==> src/rtl/dac_ramp_ctrl.sv <==
// Slew-rate-limited setpoint controller driving the R2R DAC code of the PSU.
// Optional build macro DAC_RAMP_LIMIT_EN adds a vmax ceiling with a sticky clamped flag.
module dac_ramp_ctrl #(
  parameter int WIDTH        = 4,
  parameter int PRESCALE     = 10000,
  parameter int STEP         = 1,
  parameter int SETTLE_TICKS = 2
) (
  input  logic             clk,
  input  logic             n_rst,
  input  logic             tgt_valid,
  input  logic [WIDTH-1:0] tgt_data,
  output logic             tgt_ready,
  output logic [WIDTH-1:0] dac_out,
  output logic             busy,
  output logic             done
`ifdef DAC_RAMP_LIMIT_EN
  ,
  input  logic [WIDTH-1:0] vmax,
  output logic             clamped
`endif
);

  localparam int PW = (PRESCALE > 1) ? $clog2(PRESCALE) : 1;
  localparam int SW = (SETTLE_TICKS > 1) ? $clog2(SETTLE_TICKS) : 1;
  localparam int W1 = WIDTH + 1;
  localparam logic [PW-1:0]       PS_LAST    = PW'(PRESCALE - 1);
  localparam logic [SW-1:0]       SETTLE_END = SW'(SETTLE_TICKS - 1);
  localparam logic signed [W1-1:0] STEP_S    = W1'(STEP);

  typedef enum logic [1:0] {IDLE, RAMP, SETTLE} state_t;

  state_t           state, state_nxt;
  logic [WIDTH-1:0] target, target_nxt;
  logic [WIDTH-1:0] dac_nxt;
  logic [PW-1:0]    presc, presc_nxt;
  logic [SW-1:0]    settle, settle_nxt;
  logic             done_nxt;
  logic             busy_nxt;
  logic             accept;
  logic             tick;
  logic [WIDTH-1:0] in_tgt;
`ifdef DAC_RAMP_LIMIT_EN
  logic             over;
  logic             clamped_nxt;
`endif

  // Distance is taken in WIDTH+1 signed bits so neither direction can wrap.
  function automatic logic within_step(input logic [WIDTH-1:0] cur,
                                       input logic [WIDTH-1:0] tgt);
    logic signed [W1-1:0] diff;
    logic signed [W1-1:0] mag;
    diff = $signed({1'b0, tgt}) - $signed({1'b0, cur});
    mag  = (diff < 0) ? -diff : diff;
    return (mag <= STEP_S);
  endfunction

  function automatic logic [WIDTH-1:0] step_toward(input logic [WIDTH-1:0] cur,
                                                   input logic [WIDTH-1:0] tgt);
    if (within_step(cur, tgt))
      return tgt;
    else if (tgt > cur)
      return cur + WIDTH'(STEP);
    else
      return cur - WIDTH'(STEP);
  endfunction

  always_ff @(posedge clk or negedge n_rst) begin
    if (!n_rst) begin
      state   <= IDLE;
      dac_out <= '0;
      target  <= '0;
      presc   <= '0;
      settle  <= '0;
      done    <= 1'b0;
      busy    <= 1'b0;
`ifdef DAC_RAMP_LIMIT_EN
      clamped <= 1'b0;
`endif
    end else begin
      state   <= state_nxt;
      dac_out <= dac_nxt;
      target  <= target_nxt;
      presc   <= presc_nxt;
      settle  <= settle_nxt;
      done    <= done_nxt;
      busy    <= busy_nxt;
`ifdef DAC_RAMP_LIMIT_EN
      clamped <= clamped_nxt;
`endif
    end
  end

  always_comb begin
    state_nxt  = state;
    dac_nxt    = dac_out;
    target_nxt = target;
    presc_nxt  = presc;
    settle_nxt = settle;
    done_nxt   = 1'b0;
    accept     = tgt_valid && (state != SETTLE);
    tick       = (presc == PS_LAST);
`ifdef DAC_RAMP_LIMIT_EN
    over        = (tgt_data > vmax);
    in_tgt      = over ? vmax : tgt_data;
    clamped_nxt = accept ? over : clamped;
`else
    in_tgt      = tgt_data;
`endif
    case (state)
      IDLE: begin
        if (accept) begin
          if (in_tgt == dac_out) begin
            done_nxt = 1'b1;
          end else begin
            target_nxt = in_tgt;
            presc_nxt  = '0;
            state_nxt  = RAMP;
          end
        end
`ifdef DAC_RAMP_LIMIT_EN
        else if (vmax < dac_out) begin
          target_nxt = vmax;
          presc_nxt  = '0;
          state_nxt  = RAMP;
        end
`endif
      end
      RAMP: begin
        presc_nxt = tick ? '0 : presc + PW'(1);
        // A retarget on a tick edge only affects the following steps.
        if (accept)
          target_nxt = in_tgt;
        if (tick) begin
          dac_nxt = step_toward(dac_out, target);
          if (within_step(dac_out, target)) begin
            state_nxt  = SETTLE;
            settle_nxt = '0;
          end
        end
      end
      SETTLE: begin
        presc_nxt = tick ? '0 : presc + PW'(1);
        if (tick) begin
          if (settle == SETTLE_END) begin
            state_nxt = IDLE;
            done_nxt  = 1'b1;
          end else begin
            settle_nxt = settle + SW'(1);
          end
        end
      end
      default: state_nxt = IDLE;
    endcase
    busy_nxt = (state_nxt != IDLE);
  end

  always_comb begin
    tgt_ready = (state != SETTLE);
  end

endmodule

==> config.mk <==
export PLATFORM = sky130hd
export DESIGN_NAME = dac_ramp_ctrl
export DESIGN_NICKNAME = d
export VERILOG_FILES = /design/src/rtl/dac_ramp_ctrl.sv
export SDC_FILE = /design/constraint.sdc
export NUM_CORES = 1
export LEC_CHECK = 0
export ABC_AREA = 1
export BUFFER_PORTS_ARGS = -buffer_cell sky130_fd_sc_hd__buf_2
export CAP_MARGIN = 20
export CORE_MARGIN = 10
export CORE_UTILIZATION = 59
export CTS_CLUSTER_SIZE = 25
export DETAILED_ROUTE_END_ITERATION = 8
export HOLD_SLACK_MARGIN = 0.08
export PLACE_DENSITY = 0.87
export SLEW_MARGIN = 20
export SYNTH_ARGS = -nofsm -noshare
export SYNTH_HDL_FRONTEND = slang
export SYNTH_SLANG_ARGS = --single-unit
==> constraint.sdc <==
create_clock -name clk -period 3 [get_ports clk]
set_clock_uncertainty 0.1 [all_clocks]
set_input_delay 0.45 -clock clk [delete_from_list [all_inputs] [get_ports clk]]
set_output_delay 0.45 -clock clk [all_outputs]
set_load 0.03 [all_outputs]
* After elaboration in Yosys (flattened, before gate mapping)
Index checks and enable logic that the tools add are counted.
Widths: inputs -> output; s select.
** Cells by class
- Reductions and logical operators :: 11
- Add/subtract/negate cells :: 6
- Equal/unequal tests :: 11
- Magnitude comparators :: 3
- Muxes and demuxes :: 28
** Operator list (count)
- $mux 14 :: 3
- $pmux 14 s2 :: 1
- $mux 4 :: 5
- $add 14x1->14 const B :: 1
- $eq 14x14->1 const B :: 1
- $ne 2x2->1 const B :: 7
- $mux 2 :: 6
- $mux 1 :: 8
- $pmux 4 s2 :: 1
- $reduce_and 4->1 :: 2
- $reduce_bool 2->1 :: 4
- $pmux 2 s3 :: 1
- $le 5x2->1 const B :: 1
- $lt 5x1->1 const B :: 1
- $mux 5 :: 1
- $neg 5->5 :: 1
- $sub 4x4->5 :: 1
- $add 4x1->4 const B :: 1
- $eq 4x4->1 :: 1
- $gt 4x4->1 :: 1
- $pmux 1 s2 :: 2
- $sub 4x1->4 const B :: 1
- $reduce_and 3->1 :: 1
- $eq 2x1->1 const B :: 1
- other kinds (6) :: 6
** Storage, ports and cells
- Output and inout port bits :: 7
- Bits in registers :: 27

* Depth between registers and ports, before layout
Gate-level depths: netlist of the first run.
- Depth after elaboration :: 8
- Depth in mapped cells :: 20

* Worst setup path before layout of the first run
No wires, ideal clock.
- Path type :: reg-to-reg
- From :: register dac_out[1]
- To :: register dac_out[3]
- Buffers on the path :: 0
- Slack :: 0.317 ns
- Stages on the path, launching flop included :: 21
- Period minus slack after synthesis :: 2.683 ns
- Setup time :: 0.117 ns
- Arrival time :: 2.465 ns
- Cell sequence :: dfrtp_1 > inv_1 > ha_1 > nand2_1 > inv_1 > nand2_1 > nand2_1 > nand2_2 > nand2_1 > nand2_1 > ha_1 > a21oi_1 > nand2_1 > nand2_1 > nand2_1 > inv_1 > nand2_1 > nand2_1 > nand3_1 > nand3_1 > nand2_1
** On the way
- Longest elaborated chain between the ends :: 5
** RTL lines
- from (decl) :: RTL line 14 : output logic [WIDTH-1:0] dac_out,
- from (signal assigned) :: RTL line 82 : dac_out <= dac_nxt;
- $sub 4x4->5 :: RTL line 53 : diff = $signed({1'b0, tgt}) - $signed({1'b0, cur});
- $neg 5->5 or $lt 5x1->1 (tied branches) :: RTL line 54 : mag = (diff < 0) ? -diff : diff;
- $mux 5 :: RTL line 54
- $le 5x2->1 :: RTL line 55 : return (mag <= STEP_S);
- $mux 4 * :: RTL line 60 : if (within_step(cur, tgt))
Mark *: on every way between the ends. The rest lies on a longest branch, timed or not.
A chain may end at the register's enable or synchronous reset.

* Final worst setup path of the first run
Same ends and word-level chain as after synthesis.

==> results of run 1 <==
-- what timing repair did --
item | CTS | global route
hold buffers | 1 | 0
setup endpoints to repair | 0 | 1
endpoints found under the hold margin | 27 | 0
resized for setup | 0 | 1
-- power groups by stage --
| stage | clock [W] | combinational [W] | sequential, W |
|---|---|---|---|
| after CTS | 0.000179 | 0.000843 | 0.000488 |
| final | 0.000172 | 0.000839 | 0.000489 |
| after detailed placement | 0 | 0.000840 | 0.000495 |
| after floorplan | 0 | 0.000675 | 0.000497 |
| after global placement | 0 | 0.000820 | 0.000493 |
| after global routing | 0.000185 | 0.000971 | 0.000498 |
-- flip-flops by register name (all words and copies together), names as in the netlist --
signal   cells
target       4
busy         1
dac_out      4
state        2
done         1
settle       1
presc       14
-- path summary, 6_finish.rpt --
check / end / slack, ns / cells past startpoint
worst min register to register: presc[0]$_DFFE_PN0P_ / 0.45 / 1
min in group asynchronous: dac_out[3]$_DFFE_PN0P_ / 0.52 / 2
worst max register to register: dac_out[3]$_DFFE_PN0P_ / 0.29 / 20
max in group asynchronous: presc[11]$_DFFE_PN0P_ / 1.89 / 2
worst max-delay path: dac_out[3]$_DFFE_PN0P_ / 0.29 / 20
worst min-delay path: done$_DFF_PN0_ / 0.25 / 3
-- cells by family after synthesis --
logic type	share of synthesized area, %
AND/OR/NAND/NOR	36.9
adder cells (fa/ha/maj)	9.70
XOR/XNOR	2.09
buffers and inverters	9.58
AO/OA/AOI/OAI	9.46
flip-flops	32.3
-- layer usage --
| metal | vias up | part of all wire, % | track usage [%] |
|---|---|---|---|
| li1 | 962 | - | - |
| met1 | 836 | 47 | 17.7 |
| met2 | 40 | 47 | 23.9 |
| met3 | 7 | 4.9 | 3.27 |
| met4 | 0 | 1.7 | 5.02 |
| met5 | - | 0 | 0 |
-- synthesized netlist by cell type --
cell type  number  share of area [%]
nand3_4         1               0.84
nand4_1        11                3.3
nand3_1        20                4.8
nor3_1          5                1.2
buf_4           1               0.36
inv_2           4               0.72
ha_1           13                7.8
a31o_2          1               0.42
nor2_1         26                4.7
xnor2_1         1               0.42
inv_1          46                8.3
o21ai_2         1               0.42
xor2_1          4                1.7
nor2_4          2                1.1
nand2_1        67                 12
nor2_2          3               0.90
o21ai_0         4               0.96
buf_2           1               0.24
fa_1            2                1.9
nand4_4         1                1.0
nor3_4          1               0.78
o21ai_1         7                1.7
nand3_2         4                1.9
o21bai_1        1               0.36
nand2_2         8                2.4
dfrtp_1        27                 32
a21oi_1        19                4.5
nand2_4         3                1.6
nand3b_1        1               0.36
o21a_1          2               0.72
a22oi_1         1               0.36
-- cells in the final DEF (no fill, tap or decap), types with 5 or more instances in the layout --
| cell type | n |
|---|---|
| nor2_1 | 26 |
| nand3_1 | 20 |
| ha_1 | 12 |
| inv_1 | 46 |
| nor3_1 | 5 |
| dfrtp_1 | 27 |
| a21oi_1 | 19 |
| nand4_1 | 11 |
| o21ai_1 | 7 |
| nand2_1 | 67 |
| nand2_2 | 8 |
| buf_2 | 13 |
-- critical path, delay by kind of cell, from the launching register on --
| family | cells | cell delay (ns) |
|---|---|---|
| buf+inv | 3 | 0.24 |
| simple gates | 14 | 0.95 |
| flops | 1 | 0.48 |
| compound gates | 1 | 0.22 |
| fa+ha+maj | 2 | 0.63 |
-- per-stage QoR --
| step | power [W] | hold slack, ns | setup slack [ns] |
|---|---|---|---|
| after global routing | 0.00165 | 0.288 | 0.00482 |
| final | 0.00150 | 0.255 | 0.290 |
| after CTS | 0.00151 | 0.248 | 0.305 |
| after global placement | 0.00131 | 0.393 | 0.423 |
| after floorplan | 0.00117 | 0.0544 | 0.317 |
| after detailed placement | 0.00134 | 0.391 | 0.329 |
-- cell type report --
type	instances	area [sq um]
fillers	288	1140
repair buffers	15	82.6
clock inverters	1	7.51
multi-input cells	209	1220
flip-flops and latches	27	676
clock buffers	3	22.5
well taps	46	57.6
inverters	50	188
==> impl_metrics.ini, run 1 <==
[setup_path]
crit_path_max_incr_delay_ns = 0.48
crit_chain = inv_1, ha_1, nand2_1, inv_1, nand2_1, nand2_1, nand2_2, nand2_1, nand2_1, ha_1, a21oi_1, nand2_1, nand2_1, nand2_1, inv_1, nand2_1, nand2_1, nand3_1, nand3_1, nand2_1
cp-startpoint = dac_out[1]$_DFFE_PN0P_
cp-end-kind = flip-flop
start_kind = flip-flop
worstPathArrival_ns = 2.88
cpMaxStageDelayCell = dfrtp_1
reg2reg_from = dac_out[1]$_DFFE_PN0P_
cp.required_ns = 3.17
cp_max_fo = 5
crit_top_cell = nand2_1
crit_type = reg2reg

[timing]
setup_viol = 0
worstMarginPinSlew_ns = 0.604
rsz0062_at_grt = false
hold_violations = 0
fin_setup_tns_ns = 0
max_slew_margin_pct = 59.7
post-route-period-util_pct = 90.3
min_period_ns = 2.71
maxClockFrequency_ghz = 0.369
slew_viol_final = 0

[power_and_ir_drop]
total_leakage_power_nw = 1.20
internal_power_w = 0.000755
seq_power_share_pct = 32.6
ir_drop_v = 0.000368
pwr_density_cell_nw_per_um2 = 667
p_sw_share_pct = 49.7
comb_power_share_pct = 55.9
clockPowerShare_pct = 11.5
p_switching_w = 0.000745

[clock_tree]
numCtsBuffers = 3
cts.clk_slew.worst_paths_ns = 0.16
cts.sinks = 27
post_cts.repair.setup_buffers = 0
cts.path.max_buffers = 2
insertion_delay_ns = 0.35
clockRootBuffer = clkbuf_4
htree_levels = 1
cts_tree = done

[placed_design]
hpwl_mm = 3.35
gp_routability_congestion = 0.874
portBuffers = 13
dpl_cell_area_sq_um = 2210
dp.cells = 346

[floorplan]
dieArea_sq_um = 6330
fp.dieW_um = 79.5
dieHeight_um = 79.5
core-area_sq_um = 3390
fp-row-count = 21
initial_core_util_pct = 61.7
ios = 14

[finish]
syn_to_final_growth_pct = 7.66
fin_area_sq_um = 2250
post-route-util_pct = 66.4
drive_gt1_share_pct = 15.7
finalNonFillerCells = 351
fin_nets = 328
antennaDiodeCount = 0

[route]
totalWireLength_mm = 4.26
wl_per_cell_um = 12.1
drtIter0Drc = 162
ant_nets = 0
viasPerCell = 5.26
drcViolationCount = 0
drt_first_pass_iters = 4
via_count = 1845

[yosys]
yosysSeqAreaShare_pct = 32.3
ys_warn_count = 0
syn_avg_cell_area_sq_um = 7.26
syn_nets = 310
synth.distinct_cells = 31
syn_inst = 288
ys_seq_elements = 27
syn_area_sq_um = 2090

[outcome]
status = finished, final reports clean

[grt]
grt_usage_pct = 14.4
grt_pass1_vias = 1736
overflow = 0
grt_pass1_wl_mm = 7.56
antenna_found_initial = 0
grt_max_degree = 28

[hold_path]
hold_start = tgt_valid
hp-class = in2reg

[flow_run]
maxCapViolations = 0
Note: power is estimated with default switching activity, not from simulation.
==> run 2: changes to the inputs <==
--- a/config.mk
+++ b/config.mk
@@ -7,13 +7,14 @@
 export LEC_CHECK = 0
 export ABC_AREA = 1
 export BUFFER_PORTS_ARGS = -buffer_cell sky130_fd_sc_hd__buf_2
-export CAP_MARGIN = 20
+export CELL_PAD_IN_SITES_DETAIL_PLACEMENT = 2
+export CELL_PAD_IN_SITES_GLOBAL_PLACEMENT = 2
 export CORE_MARGIN = 10
-export CORE_UTILIZATION = 59
+export CORE_UTILIZATION = 35
 export CTS_CLUSTER_SIZE = 25
 export DETAILED_ROUTE_END_ITERATION = 8
 export HOLD_SLACK_MARGIN = 0.08
-export PLACE_DENSITY = 0.87
+export PLACE_DENSITY = 0.88
 export SLEW_MARGIN = 20
 export SYNTH_ARGS = -nofsm -noshare
 export SYNTH_HDL_FRONTEND = slang
==> impl_metrics.ini, run 2 (synthesized netlist as in run 1, its figures left out) <==
[outcome]
status = finished, final reports clean

[finish]
top_regs = presc x14, dac_out x4, target x4
regMostFlops = presc
fin_nets = 327
drive_gt1_share_pct = 17.4
post-route-util_pct = 39.6
syn_to_final_growth_pct = 10.8
mostFrequentLayoutCell = nand2_1
largest_reg_flops = 14
antennaDiodeCount = 0
final_cell_mix = nand2_1, inv_1, nor2_1

[power_and_ir_drop]
ir_drop_v = 0.000248
pwr_density_cell_nw_per_um2 = 716
total_leakage_power_nw = 1.20
design_power_total_w = 0.00166

[route]
totalWireLength_mm = 6.67
drcViolationCount = 0
drtIter0Drc = 56
viasPerCell = 5.26
drt_first_pass_iters = 4
via_count = 1994
wl_per_cell_um = 17.6
ant_nets = 0

[setup_path]
regToRegSetupSlack_ns = 0.31
reg2reg_depth = 18
cp.required_ns = 3.09
worstPathArrival_ns = 2.78
crit_type = reg2reg
cp_max_fo = 6
reg2reg_from = target[0]$_DFFE_PN0P_
start_kind = flip-flop
cp-startpoint = target[0]$_DFFE_PN0P_
cp-end-kind = flip-flop
regToRegEndpoint = settle$_DFFE_PN0P_

[timing]
hold_violations = 0
maxClockFrequency_ghz = 0.372
min_period_ns = 2.69
max_slew_margin_pct = 54.7
setup_viol = 0
slew_viol_final = 0
hold_slack_ns = 0.0782
post-route-period-util_pct = 89.6
worstMarginPinSlew_ns = 0.675

[clock_tree]
cts.path.max_buffers = 2
cts.sinks = 27
cts.clk_slew.worst_paths_ns = 0.11
numCtsBuffers = 3
htree_levels = 1
insertion_delay_ns = 0.29
cts_tree = done
cts_hold_buf = 0
post_cts.repair.setup_buffers = 0
clockRootBuffer = clkbuf_8

[grt]
grt_max_degree = 28
antenna_found_initial = 0
grt_pass1_vias = 2328
grt_pass1_wl_mm = 11.4
grt_usage_pct = 14.1
overflow = 0

[floorplan]
dieArea_sq_um = 9470
dieHeight_um = 97.3
fp.dieW_um = 97.3
fp-row-count = 28
initial_core_util_pct = 35.7
ios = 14
core-area_sq_um = 5850

[placed_design]
gp_routability_congestion = 0.799
hpwl_mm = 5.43
portBuffers = 13

[hold_path]
hp-class = in2async

[flow_run]
maxCapViolations = 0
run 2: stage by stage:
stage / instances / cell area (sq um) / worst slack [ns] / TNS (ns)
floorplan: 288 / 2090 / 0.317 / 0
global placement: 375 / 2240 / 0.362 / 0
detailed placement: 375 / 2240 / 0.153 / 0
CTS: 379 / 2290 / 0.128 / 0
global route: 379 / 2320 / -0.00951 / -0.00951
finish: 379 / 2320 / 0.311 / 0
run 2: repair_timing:
action,CTS,global route
hold endpoints to repair,0,0
setup endpoints to repair,0,1
gates resized for setup,0,6
run 2: layer usage:
metal	GRT usage, %	vias up	wire, um
met3	2.49	8	137
met4	2.80	0	80
met2	27.0	24	3650
met5	0	-	0
li1	-	953	-
met1	15.7	1009	2800
run 2: worst max-delay path, cell delays in order (launching register included):
cell and delay, ns:
dfrtp_1 0.38, inv_1 0.12, ha_1 0.17, inv_1 0.05
fa_1 0.52, inv_1 0.07, ha_1 0.25, inv_1 0.07
nand3_1 0.08, nand2_1 0.08, nand2_1 0.05, nand2_1 0.08
inv_2 0.05, nand3_4 0.10, nand3_1 0.12, nand2_1 0.10
nand2_1 0.07, nand2_1 0.08, inv_1 0.05
run 2: worst max path at each step:
stage | depth (start not counted) | endpoint | slack (ns)
after CTS | 20 | dac_out[3]$_DFFE_PN0P_ | 0.13
after detailed placement | 20 | dac_out[3]$_DFFE_PN0P_ | 0.15
after global placement | 20 | dac_out[3]$_DFFE_PN0P_ | 0.36
after floorplan | 20 | dac_out[3]$_DFFE_PN0P_ | 0.32
final | 18 | settle$_DFFE_PN0P_ | 0.31
after global routing | 20 | dac_out[3]$_DFFE_PN0P_ | -0.01
run 2: cell type report:
class,instances,area [sq um]
clock inverter,1,7.51
clock buffer,3,41.3
timing repair buffer,14,72.6
tap,75,93.8
multi-input combinational,209,1240
fill,698,3530
sequential,27,678
inverter,50,188
run 2: report_power, final:
group          total (W)  internal [W]  leakage [nW]  switching [W]
combinational   0.000936      0.000284         0.827       0.000651
clock           0.000226     0.0000947        0.0217       0.000131
sequential      0.000497      0.000430         0.353      0.0000670
total            0.00166      0.000809          1.20       0.000850
==> run 3: changes to the inputs <==
--- a/config.mk
+++ b/config.mk
@@ -5,12 +5,11 @@
 export SDC_FILE = /design/constraint.sdc
 export NUM_CORES = 1
 export LEC_CHECK = 0
-export ABC_AREA = 1
 export BUFFER_PORTS_ARGS = -buffer_cell sky130_fd_sc_hd__buf_2
 export CELL_PAD_IN_SITES_DETAIL_PLACEMENT = 2
 export CELL_PAD_IN_SITES_GLOBAL_PLACEMENT = 2
 export CORE_MARGIN = 10
-export CORE_UTILIZATION = 35
+export CORE_UTILIZATION = 37
 export CTS_CLUSTER_SIZE = 25
 export DETAILED_ROUTE_END_ITERATION = 8
 export HOLD_SLACK_MARGIN = 0.08
==> constraint.sdc (replaced) <==
create_clock -name clk -period 3 [get_ports clk]
set_clock_uncertainty 0.1 [all_clocks]
set_input_delay 0.45 -clock clk [delete_from_list [all_inputs] [get_ports clk]]
set_output_delay 0.45 -clock clk [all_outputs]
set_load 0.01 [all_outputs]
==> impl_metrics.ini, run 3 <==
[outcome]
status = finished, violations left
violations = setup timing

[timing]
slew_viol_final = 0
max_slew_margin_pct = 42.9
setup_viol = 4
post-route-period-util_pct = 103
min_period_ns = 3.08
maxClockFrequency_ghz = 0.324
hold_violations = 0
setup_slack_ns = -0.0824
fin_setup_tns_ns = -0.177
rsz0062_at_grt = true
worstMarginPinSlew_ns = 0.832

[route]
drt_first_pass_iters = 4
viasPerCell = 5.72
wl_per_cell_um = 21.5
drcViolationCount = 0
drtIter0Drc = 58
totalWireLength_mm = 6.50
ant_nets = 0
via_count = 1732

[finish]
regMostFlops = presc
fin_nets = 259
antennaDiodeCount = 0
drive_gt1_share_pct = 22.9
final_cell_mix = o21ai_0, dfrtp_1, nand2_1
largest_reg_flops = 14
top_regs = presc x14, dac_out x4, target x4
syn_to_final_growth_pct = 18.8

[setup_path]
crit_type = reg2reg
regToRegEndpoint = settle$_DFFE_PN0P_
reg2reg_from = target[0]$_DFFE_PN0P_
cpMaxStageDelayCell = fa_1
start_kind = flip-flop
crit_buf_inv = 5
crit_family = adder cells
critPathCapture = settle$_DFFE_PN0P_
worstPathArrival_ns = 3.17
regToRegSetupSlack_ns = -0.08
cp-startpoint = target[0]$_DFFE_PN0P_
reg2reg_depth = 15
crit_top_cell = inv_2
path_depth = 15
crit_chain = inv_2, ha_4, inv_2, fa_1, inv_2, ha_4, nor2b_1, a211oi_1, nor4_2, mux2i_1, buf_4, buf_4, nand2_1, a21oi_1, a21oi_1
cp.required_ns = 3.08
crit_path_max_incr_delay_ns = 0.62
cp-end-kind = flip-flop
cp_max_fo = 6

[power_and_ir_drop]
ir_drop_v = 0.000173
total_leakage_power_nw = 1.00
pwr_density_cell_nw_per_um2 = 274

[clock_tree]
numCtsBuffers = 3
htree_levels = 1
cts.sinks = 27
insertion_delay_ns = 0.29
cts_tree = done
cts.clk_slew.worst_paths_ns = 0.11
clockRootBuffer = clkbuf_8
cts_hold_buf = 0
cts.path.max_buffers = 2

[yosys]
syn_avg_cell_area_sq_um = 8.91
synthArstFlopShare_pct = 100
yosys-top-cells-count = o21ai_0, dfrtp_1, nand2_1, nor2_1, inv_1
yosysTopAreaCell = dfrtp_1
synth_most_common_cell = o21ai_0
synth_top_area_share_pct = 36.5
synth_edf_count = 0
ys_seq_elements = 27
ys_warn_count = 0
syn_nets = 230
synth_area_leaders = dfrtp_1, ha_1, o21ai_0
synth.distinct_cells = 39
syn_inst = 208
syn_area_sq_um = 1850
ys.flop_type = dfrtp_1
yosysSeqAreaShare_pct = 36.5

[floorplan]
dieArea_sq_um = 8240
core-area_sq_um = 4790
dieHeight_um = 90.8
initial_core_util_pct = 38.7
ios = 14
fp.dieW_um = 90.8
fp-row-count = 25

[hold_path]
hp-class = in2async

[grt]
antenna_found_initial = 0
grt_usage_pct = 14.2
overflow = 0
grt_max_degree = 28
grt_pass1_vias = 1844
grt_pass1_wl_mm = 9.81

[placed_design]
portBuffers = 13
gp_routability_congestion = 0.745
hpwl_mm = 4.42
dpl_worst_slack_ns = -0.00149

[flow_run]
maxCapViolations = 0
## run 3: cell type report
cell class / count / area, sq um
fill: 535 / 2580
clock buffer: 4 / 45.0
tap: 67 / 83.8
sequential: 27 / 677
multi-input combinational: 161 / 1150
timing repair buffer: 29 / 189
inverter: 15 / 56.3
## run 3: through the flow
stage | total power (W) | util (%) | hold WS (ns) | instances | area (sq um)
after floorplan | 0.000374 | - | 0.0544 | 208 | 1850
after detailed placement | 0.000387 | 42.8 | 0.389 | 292 | 2050
after global routing | 0.000628 | 46.0 | 0.107 | 303 | 2200
after CTS | 0.000602 | 43.7 | 0.101 | 296 | 2090
final | 0.000603 | 46.0 | 0.0717 | 303 | 2200
after global placement | 0.000387 | 42.8 | 0.379 | 292 | 2050
## run 3: cells by family after synthesis
group                      count (synthesis)  synth area share (%)
DFF                                       27                  36.5
AOI/OAI and AO/OA                         59                  19.5
buffers and inverters                     20                  4.25
xor gates and xnor gates                   7                  3.31
and+or+nand+nor                           71                  20.4
muxes                                      9                  5.13
adders and majority gates                 15                  10.9
## run 3: repair_timing
item / in CTS / in global routing
cloned: 0 / 1
pin swaps: 0 / 7
setup buffers: 0 / 6
resized for setup: 1 / 21
setup endpoints to repair: 2 / 8
## run 3: report_power, final
group | internal [W] | switching [W] | leakage (nW)
sequential | 0.000364 | 0 | 0.346
combinational | 0.00000490 | 0.0000113 | 0.632
clock | 0.0000957 | 0.000128 | 0.0228
## run 3: worst min path at each step
stage | start | to | depth (start not counted)
floorplan | n_rst | busy$_DFF_PN0_ | 0
global placement | presc[13]$_DFFE_PN0P_ | presc[13]$_DFFE_PN0P_ | 1
detailed placement | presc[13]$_DFFE_PN0P_ | presc[13]$_DFFE_PN0P_ | 1
CTS | n_rst | dac_out[2]$_DFFE_PN0P_ | 1
global route | n_rst | dac_out[1]$_DFFE_PN0P_ | 1
finish | n_rst | dac_out[1]$_DFFE_PN0P_ | 1
## run 3: routing by layer
layer  GRT usage, %  share of wire (%)  vias to the layer above
li1               -                  -                      794
met1           17.1                 45                      902
met2           25.8                 52                       30
met3           2.83                2.4                        6
met4           1.96               0.91                        0
met5              0                  0                        -
